## src/rtl/bebida_dispensador.sv

```systemverilog
// ---------------------------------------------------------------------------
// bebida_dispensador
//
// Dispense controller that sits directly after the drink menu FSM. On a rising
// edge of the menu's select-active flag it captures a one-hot drink choice and
// checks the cup and water sensors. It then heats for a fixed time and pours
// for a time that depends on the drink. When the pour finishes it pulses
// clr_menu so the menu returns to its top option.
//
// Optional feature macro: DISP_COUNT_EN
//   defined   -> adds the 8-bit served_cnt output, a saturating count of
//                completed drinks
//   undefined -> no served_cnt port and no counter
//
// Ports
//   clk          in   clock
//   reset        in   asynchronous, active-high reset
//   sel_valid    in   menu select-active flag; only its rising edge starts
//                     a sequence
//   drink[3:0]   in   one-hot drink selection (bit i = drink i)
//   cup_present  in   cup sensor, 1 = cup in place
//   water_ok     in   tank level sensor, 1 = enough water
//   cancel       in   user cancel / error acknowledge
//   heater       out  heater enable (HEAT)
//   pump         out  pump enable (POUR)
//   valve[3:0]   out  one-hot ingredient valve, open only during POUR
//   busy         out  high in every state except IDLE
//   done         out  drink-ready indicator (DONE)
//   error        out  fault indicator (ERR)
//   clr_menu     out  registered 1-cycle pulse to the menu CLC input
//   served_cnt   out  drinks served (only with DISP_COUNT_EN)
//
// TMR_W must be wide enough to hold POUR_BASE + 3*POUR_STEP - 1.
// ---------------------------------------------------------------------------
module bebida_dispensador #(
    parameter int unsigned TMR_W     = 16,
    parameter int unsigned HEAT_CYC  = 50,
    parameter int unsigned POUR_BASE = 20,
    parameter int unsigned POUR_STEP = 10,
    parameter int unsigned DONE_HOLD = 8
) (
    input  logic       clk,
    input  logic       reset,
    input  logic       sel_valid,
    input  logic [3:0] drink,
    input  logic       cup_present,
    input  logic       water_ok,
    input  logic       cancel,
    output logic       heater,
    output logic       pump,
    output logic [3:0] valve,
    output logic       busy,
    output logic       done,
    output logic       error,
    output logic       clr_menu
`ifdef DISP_COUNT_EN
    ,
    output logic [7:0] served_cnt
`endif
);

    typedef enum logic [2:0] {
        IDLE  = 3'd0,
        CHECK = 3'd1,
        HEAT  = 3'd2,
        POUR  = 3'd3,
        DONE  = 3'd4,
        ERR   = 3'd5
    } state_t;

    state_t            state_reg;
    logic [TMR_W-1:0]  timer_reg;
    logic [3:0]        drink_reg;
    logic [1:0]        idx_reg;
    logic              sel_prev_reg;
    logic              clr_menu_reg;

    // Pour length per drink index, already reduced by one for the down-counter.
    logic [TMR_W-1:0]  pour_tbl [4];

    genvar gi;
    generate
        for (gi = 0; gi < 4; gi++) begin : g_pour_tbl
            assign pour_tbl[gi] = TMR_W'(POUR_BASE + gi * POUR_STEP - 1);
        end
    endgenerate

    localparam logic [TMR_W-1:0] HEAT_LOAD = TMR_W'(HEAT_CYC - 1);
    localparam logic [TMR_W-1:0] DONE_LOAD = TMR_W'(DONE_HOLD - 1);
    localparam logic [TMR_W-1:0] TMR_ONE   = TMR_W'(1);

    // Exactly one bit set: non-zero and clearing the lowest set bit leaves zero.
    logic drink_onehot;
    assign drink_onehot = (drink != 4'b0000) && ((drink & (drink - 4'd1)) == 4'b0000);

    logic [1:0] sel_idx;
    always_comb begin
        sel_idx = 2'd0;
        case (drink)
            4'b0010: sel_idx = 2'd1;
            4'b0100: sel_idx = 2'd2;
            4'b1000: sel_idx = 2'd3;
            default: sel_idx = 2'd0;
        endcase
    end

    logic start;
    logic sensors_ok;
    logic timer_zero;
    logic pour_done;

    assign start      = sel_valid && !sel_prev_reg && (state_reg == IDLE) && drink_onehot;
    assign sensors_ok = cup_present && water_ok;
    assign timer_zero = (timer_reg == '0);
    // Last POUR cycle with no cancel and no fault: the sequence completes.
    assign pour_done  = (state_reg == POUR) && !cancel && sensors_ok && timer_zero;

    always_ff @(posedge clk or posedge reset) begin
        if (reset) begin
            state_reg    <= IDLE;
            timer_reg    <= '0;
            drink_reg    <= 4'b0000;
            idx_reg      <= 2'd0;
            sel_prev_reg <= 1'b0;
            clr_menu_reg <= 1'b0;
        end else begin
            sel_prev_reg <= sel_valid;
            clr_menu_reg <= 1'b0;
            case (state_reg)
                IDLE: begin
                    if (start) begin
                        drink_reg <= drink;
                        idx_reg   <= sel_idx;
                        state_reg <= CHECK;
                    end
                end
                CHECK: begin
                    if (cancel) begin
                        state_reg    <= IDLE;
                        drink_reg    <= 4'b0000;
                        clr_menu_reg <= 1'b1;
                    end else if (!sensors_ok) begin
                        state_reg <= ERR;
                    end else begin
                        state_reg <= HEAT;
                        timer_reg <= HEAT_LOAD;
                    end
                end
                HEAT, POUR: begin
                    // Cancel outranks a sensor fault; a fault outranks the timer.
                    if (cancel) begin
                        state_reg    <= IDLE;
                        drink_reg    <= 4'b0000;
                        clr_menu_reg <= 1'b1;
                    end else if (!sensors_ok) begin
                        state_reg <= ERR;
                    end else if (timer_zero) begin
                        if (state_reg == HEAT) begin
                            state_reg <= POUR;
                            timer_reg <= pour_tbl[idx_reg];
                        end else begin
                            state_reg    <= DONE;
                            timer_reg    <= DONE_LOAD;
                            clr_menu_reg <= 1'b1;
                        end
                    end else begin
                        timer_reg <= timer_reg - TMR_ONE;
                    end
                end
                DONE: begin
                    if (timer_zero) begin
                        state_reg <= IDLE;
                        drink_reg <= 4'b0000;
                    end else begin
                        timer_reg <= timer_reg - TMR_ONE;
                    end
                end
                ERR: begin
                    if (cancel) begin
                        state_reg    <= IDLE;
                        drink_reg    <= 4'b0000;
                        clr_menu_reg <= 1'b1;
                    end
                end
                default: begin
                    state_reg <= IDLE;
                    drink_reg <= 4'b0000;
                end
            endcase
        end
    end

    // Moore outputs straight from the state register, so an async reset or a
    // move to ERR drops the actuators without any extra logic.
    assign heater   = (state_reg == HEAT);
    assign pump     = (state_reg == POUR);
    assign valve    = (state_reg == POUR) ? drink_reg : 4'b0000;
    assign busy     = (state_reg != IDLE);
    assign done     = (state_reg == DONE);
    assign error    = (state_reg == ERR);
    assign clr_menu = clr_menu_reg;

`ifdef DISP_COUNT_EN
    logic [7:0] served_cnt_reg;

    always_ff @(posedge clk or posedge reset) begin
        if (reset) begin
            served_cnt_reg <= 8'd0;
        end else if (pour_done && (served_cnt_reg != 8'hFF)) begin
            served_cnt_reg <= served_cnt_reg + 8'd1;
        end
    end

    assign served_cnt = served_cnt_reg;
`endif

endmodule

```

## config.mk

```make
export PLATFORM = sky130hd
export DESIGN_NAME = bebida_dispensador
export DESIGN_NICKNAME = d
export VERILOG_FILES = /design/src/rtl/bebida_dispensador.sv
export SDC_FILE = /design/constraint.sdc
export NUM_CORES = 1
export LEC_CHECK = 0
export BUFFER_PORTS_ARGS = -buffer_cell sky130_fd_sc_hd__buf_4
export CAP_MARGIN = 20
export CELL_PAD_IN_SITES_DETAIL_PLACEMENT = 1
export CELL_PAD_IN_SITES_GLOBAL_PLACEMENT = 2
export CORE_MARGIN = 2
export CORE_UTILIZATION = 35
export DETAILED_ROUTE_END_ITERATION = 7
export GPL_TIMING_DRIVEN = 0
export PLACE_DENSITY = 0.77
export SLEW_MARGIN = 10
export SYNTH_ARGS = -nofsm -noshare
export SYNTH_HDL_FRONTEND = slang
export SYNTH_SLANG_ARGS = --single-unit
```

## constraint.sdc

```tcl
create_clock -name clk -period 3.2 [get_ports clk]
set_input_delay 0.32 -clock clk [delete_from_list [all_inputs] [get_ports clk]]
set_output_delay 0.32 -clock clk [all_outputs]
set_load 0.01 [all_outputs]
```

==> reports/qor.yml <==
status: "complete, no violations"
clkSinkCount: 27
post-cts-setup-buffers: 0
numCtsBuffers: 3
grt_pass1_vias: 1721
crit_fanout: 5
finalWorstPathRequiredPeriod_ns: 2.89
fp-row-count: 25
port_buffers: 16
synth-edff-count: 0
place_congestion: 0.818
ys_ff_latch: 27
dp_cells: 292
initial_core_util_pct: 37.0
synth_area_um2: 1780
grt_start_max_net_pins: 20
rrSetupSlack_ns: 0.31
cts_hold_buf: 0
largest_reg_flops: 16
grtUsageTotal_pct: 19.5
path_cells: "inv_1, ha_1, or4b_2, nor4_1, o21ai_0, o211ai_1, nand2_1"
dp_hpwl_um: 3890
root_buffer: "clkbuf_8"
vias_per_cell: 5.62
stdcell_count: 296
synth.avg_cell_area_um2: 8.57
die_h_um: 75.4
post_cts_resized: 0
critical-path-top-delay-family: "simple AND/OR/NAND/NOR gates"
cp_num_buf_inv: 1
rsz0062_at_grt: "no"
tritoncts: "done"
timing.rr.start: "timer_reg[0]$_DFFE_PP0P_"
cts_buffer_depth: 2
diodes: 0
power.internal_w: 0.000840
drc_errors: 0
num_io_pins: 20
layout.nets: 246
drive_above_1_share_pct: 15.3
hold_viol: 0
start_kind: "flip-flop"
tns_ns: 0
clk_latency_ns: 0.28
worst_ep_required_time_ns: 3.38
crit_type: "flip-flop to flip-flop"
synth_top_area_cell: "dfrtp_1"
power.switching_w: 0.000651
synth.area.top_cells: "dfrtp_1 (38%), ha_1 (4.2%), nor2_1 (3.6%), o21ai_0 (3.4%), or4_1 (3.4%)"
drtAntennaViolNets: 0
peakVddDrop_uv: 295
synth_cells: 208
ys_top_cells_by_count: "dfrtp_1 (27), nor2_1 (17), nand2_1 (14)"
synthArstFlopShare_pct: 100
wirelength_um: 5030
drv_slew: 0
cpMaxStageDelayCell: "nor4_1"
leakage_nw: 0.922
clk_pin_slew_ns: 0.11
setup_viol: 0
cap_violations: 0
arrival_ns: 3.06
power.density_nw_per_um2: 723
min_period_over_period_pct: 90.2
clock.fmax_mhz: 346
synth_most_common_cell: "dfrtp_1"
syn_nets: 224
p_comb_share_pct: 46.2
clkPwrFrac_pct: 13.8
hold_path.class: "primary input to asynchronous set/reset pin"
synth_top_area_share_pct: 37.9
tightest_slew_ns: 0.929
cpPeakStageDelay_ns: 0.78
die_area_um2: 5680
crit_path_end_kind: "flip-flop"
vias: 1664
r2r_cells: 7
r2r_end: "timer_reg[14]$_DFFE_PP0P_"
drt_iter0_markers: 86
dr.pass1.iters: 4
htree_levels: 1
yosysUniqueCellTypes: 46
fin_skew_ns: 0.0133
yosys_warnings: 0
p_sw_share_pct: 43.6
antenna_found_initial: 0
p_seq_share_pct: 40.0
relSlewSlack_pct: 37.5
grt_pass1_wl_um: 8380
overflow: 0
core_um2: 4820
synth_seq_area_share_pct: 37.9
die_w_um: 75.4
syn_to_final_growth_pct: 15.7
ys.flop_type: "dfrtp_1"
routedWlPerCell_um: 17.0
[how the worst max path moves through the flow]
| stage | to | startpoint | cells after the start |
|---|---|---|---|
| 3_5_place_dp | timer_reg[14]$_DFFE_PP0P_ | timer_reg[0]$_DFFE_PP0P_ | 7 |
| 3_3_place_gp | timer_reg[14]$_DFFE_PP0P_ | timer_reg[0]$_DFFE_PP0P_ | 7 |
| 4_1_cts | timer_reg[14]$_DFFE_PP0P_ | timer_reg[0]$_DFFE_PP0P_ | 7 |
| 2_1_floorplan | timer_reg[2]$_DFFE_PP0P_ | timer_reg[0]$_DFFE_PP0P_ | 8 |
| 5_1_grt | timer_reg[12]$_DFFE_PP0P_ | timer_reg[0]$_DFFE_PP0P_ | 7 |
| 6_report | timer_reg[14]$_DFFE_PP0P_ | timer_reg[0]$_DFFE_PP0P_ | 7 |
[layout by cell type (no fill, tap or decap), types with 4 or more instances in the layout]
| master | instances |
|---|---|
| nor4_1 | 4 |
| or2_2 | 4 |
| nand2_1 | 14 |
| dfrtp_1 | 27 |
| nor3_1 | 9 |
| nor2_1 | 17 |
| clkbuf_1 | 7 |
| nand3_1 | 6 |
| o22ai_1 | 4 |
| a31oi_1 | 4 |
| a21oi_1 | 11 |
| and3_1 | 5 |
| or3_1 | 8 |
| mux2i_1 | 4 |
| buf_4 | 16 |
| or4_1 | 8 |
| ha_1 | 6 |
| o21ai_0 | 12 |
| inv_1 | 13 |
[final cells by class]
class | count | area, um2
buffer | 9 | 42.5
clock buffer | 3 | 41.3
inverter | 13 | 48.8
fill | 599 | 2750
clock inverter | 1 | 7.51
sequential | 27 | 676
timing repair buffer | 17 | 148
tap | 67 | 83.8
multi-input combinational | 159 | 1020
[power groups by stage]
stage / combinational (W) / clock [W] / sequential, W
6_report: 0.000688 / 0.000206 / 0.000597
5_1_grt: 0.000782 / 0.000228 / 0.000616
4_1_cts: 0.000689 / 0.000213 / 0.000598
3_5_place_dp: 0.000686 / 0 / 0.000606
3_3_place_gp: 0.000660 / 0 / 0.000587
2_1_floorplan: 0.000506 / 0 / 0.000555
[cells by family (layout without fill, tap and decap cells)]
| kind of cell | count (synthesis) | in the layout | synth area share, % |
|---|---|---|---|
| muxes | 4 | 4 | 2.25 |
| xor gates and xnor gates | 4 | 4 | 1.97 |
| and+or+nand+nor | 92 | 92 | 29.1 |
| adders and majority gates | 6 | 6 | 4.21 |
| DFF | 27 | 27 | 37.9 |
| buffers and inverters | 22 | 43 | 5.12 |
| AOI/OAI and AO/OA | 53 | 53 | 19.5 |
[stage by stage]
stage	instance area [um2]	setup slack, ns	total power (W)	utilization (%)	hold slack (ns)
global route	2060	0.00154	0.00163	42.8	0.0505
global placement	1990	0.307	0.00125	41.2	0.438
finish	2060	0.313	0.00149	42.8	0.0278
floorplan	1780	0.659	0.00106	-	0.351
CTS	2060	0.261	0.00150	42.8	0.0374
detailed placement	2010	0.268	0.00129	41.8	0.353
[layer usage]
metal | routed length (um) | up-vias | GRT usage [%]
met5 | 0 | - | 0
met4 | 46 | 0 | 4.29
met3 | 83 | 6 | 2.12
met2 | 2450 | 25 | 33.4
met1 | 2450 | 823 | 26.5
li1 | - | 810 | -
Note: power is estimated with default switching activity, not from simulation.
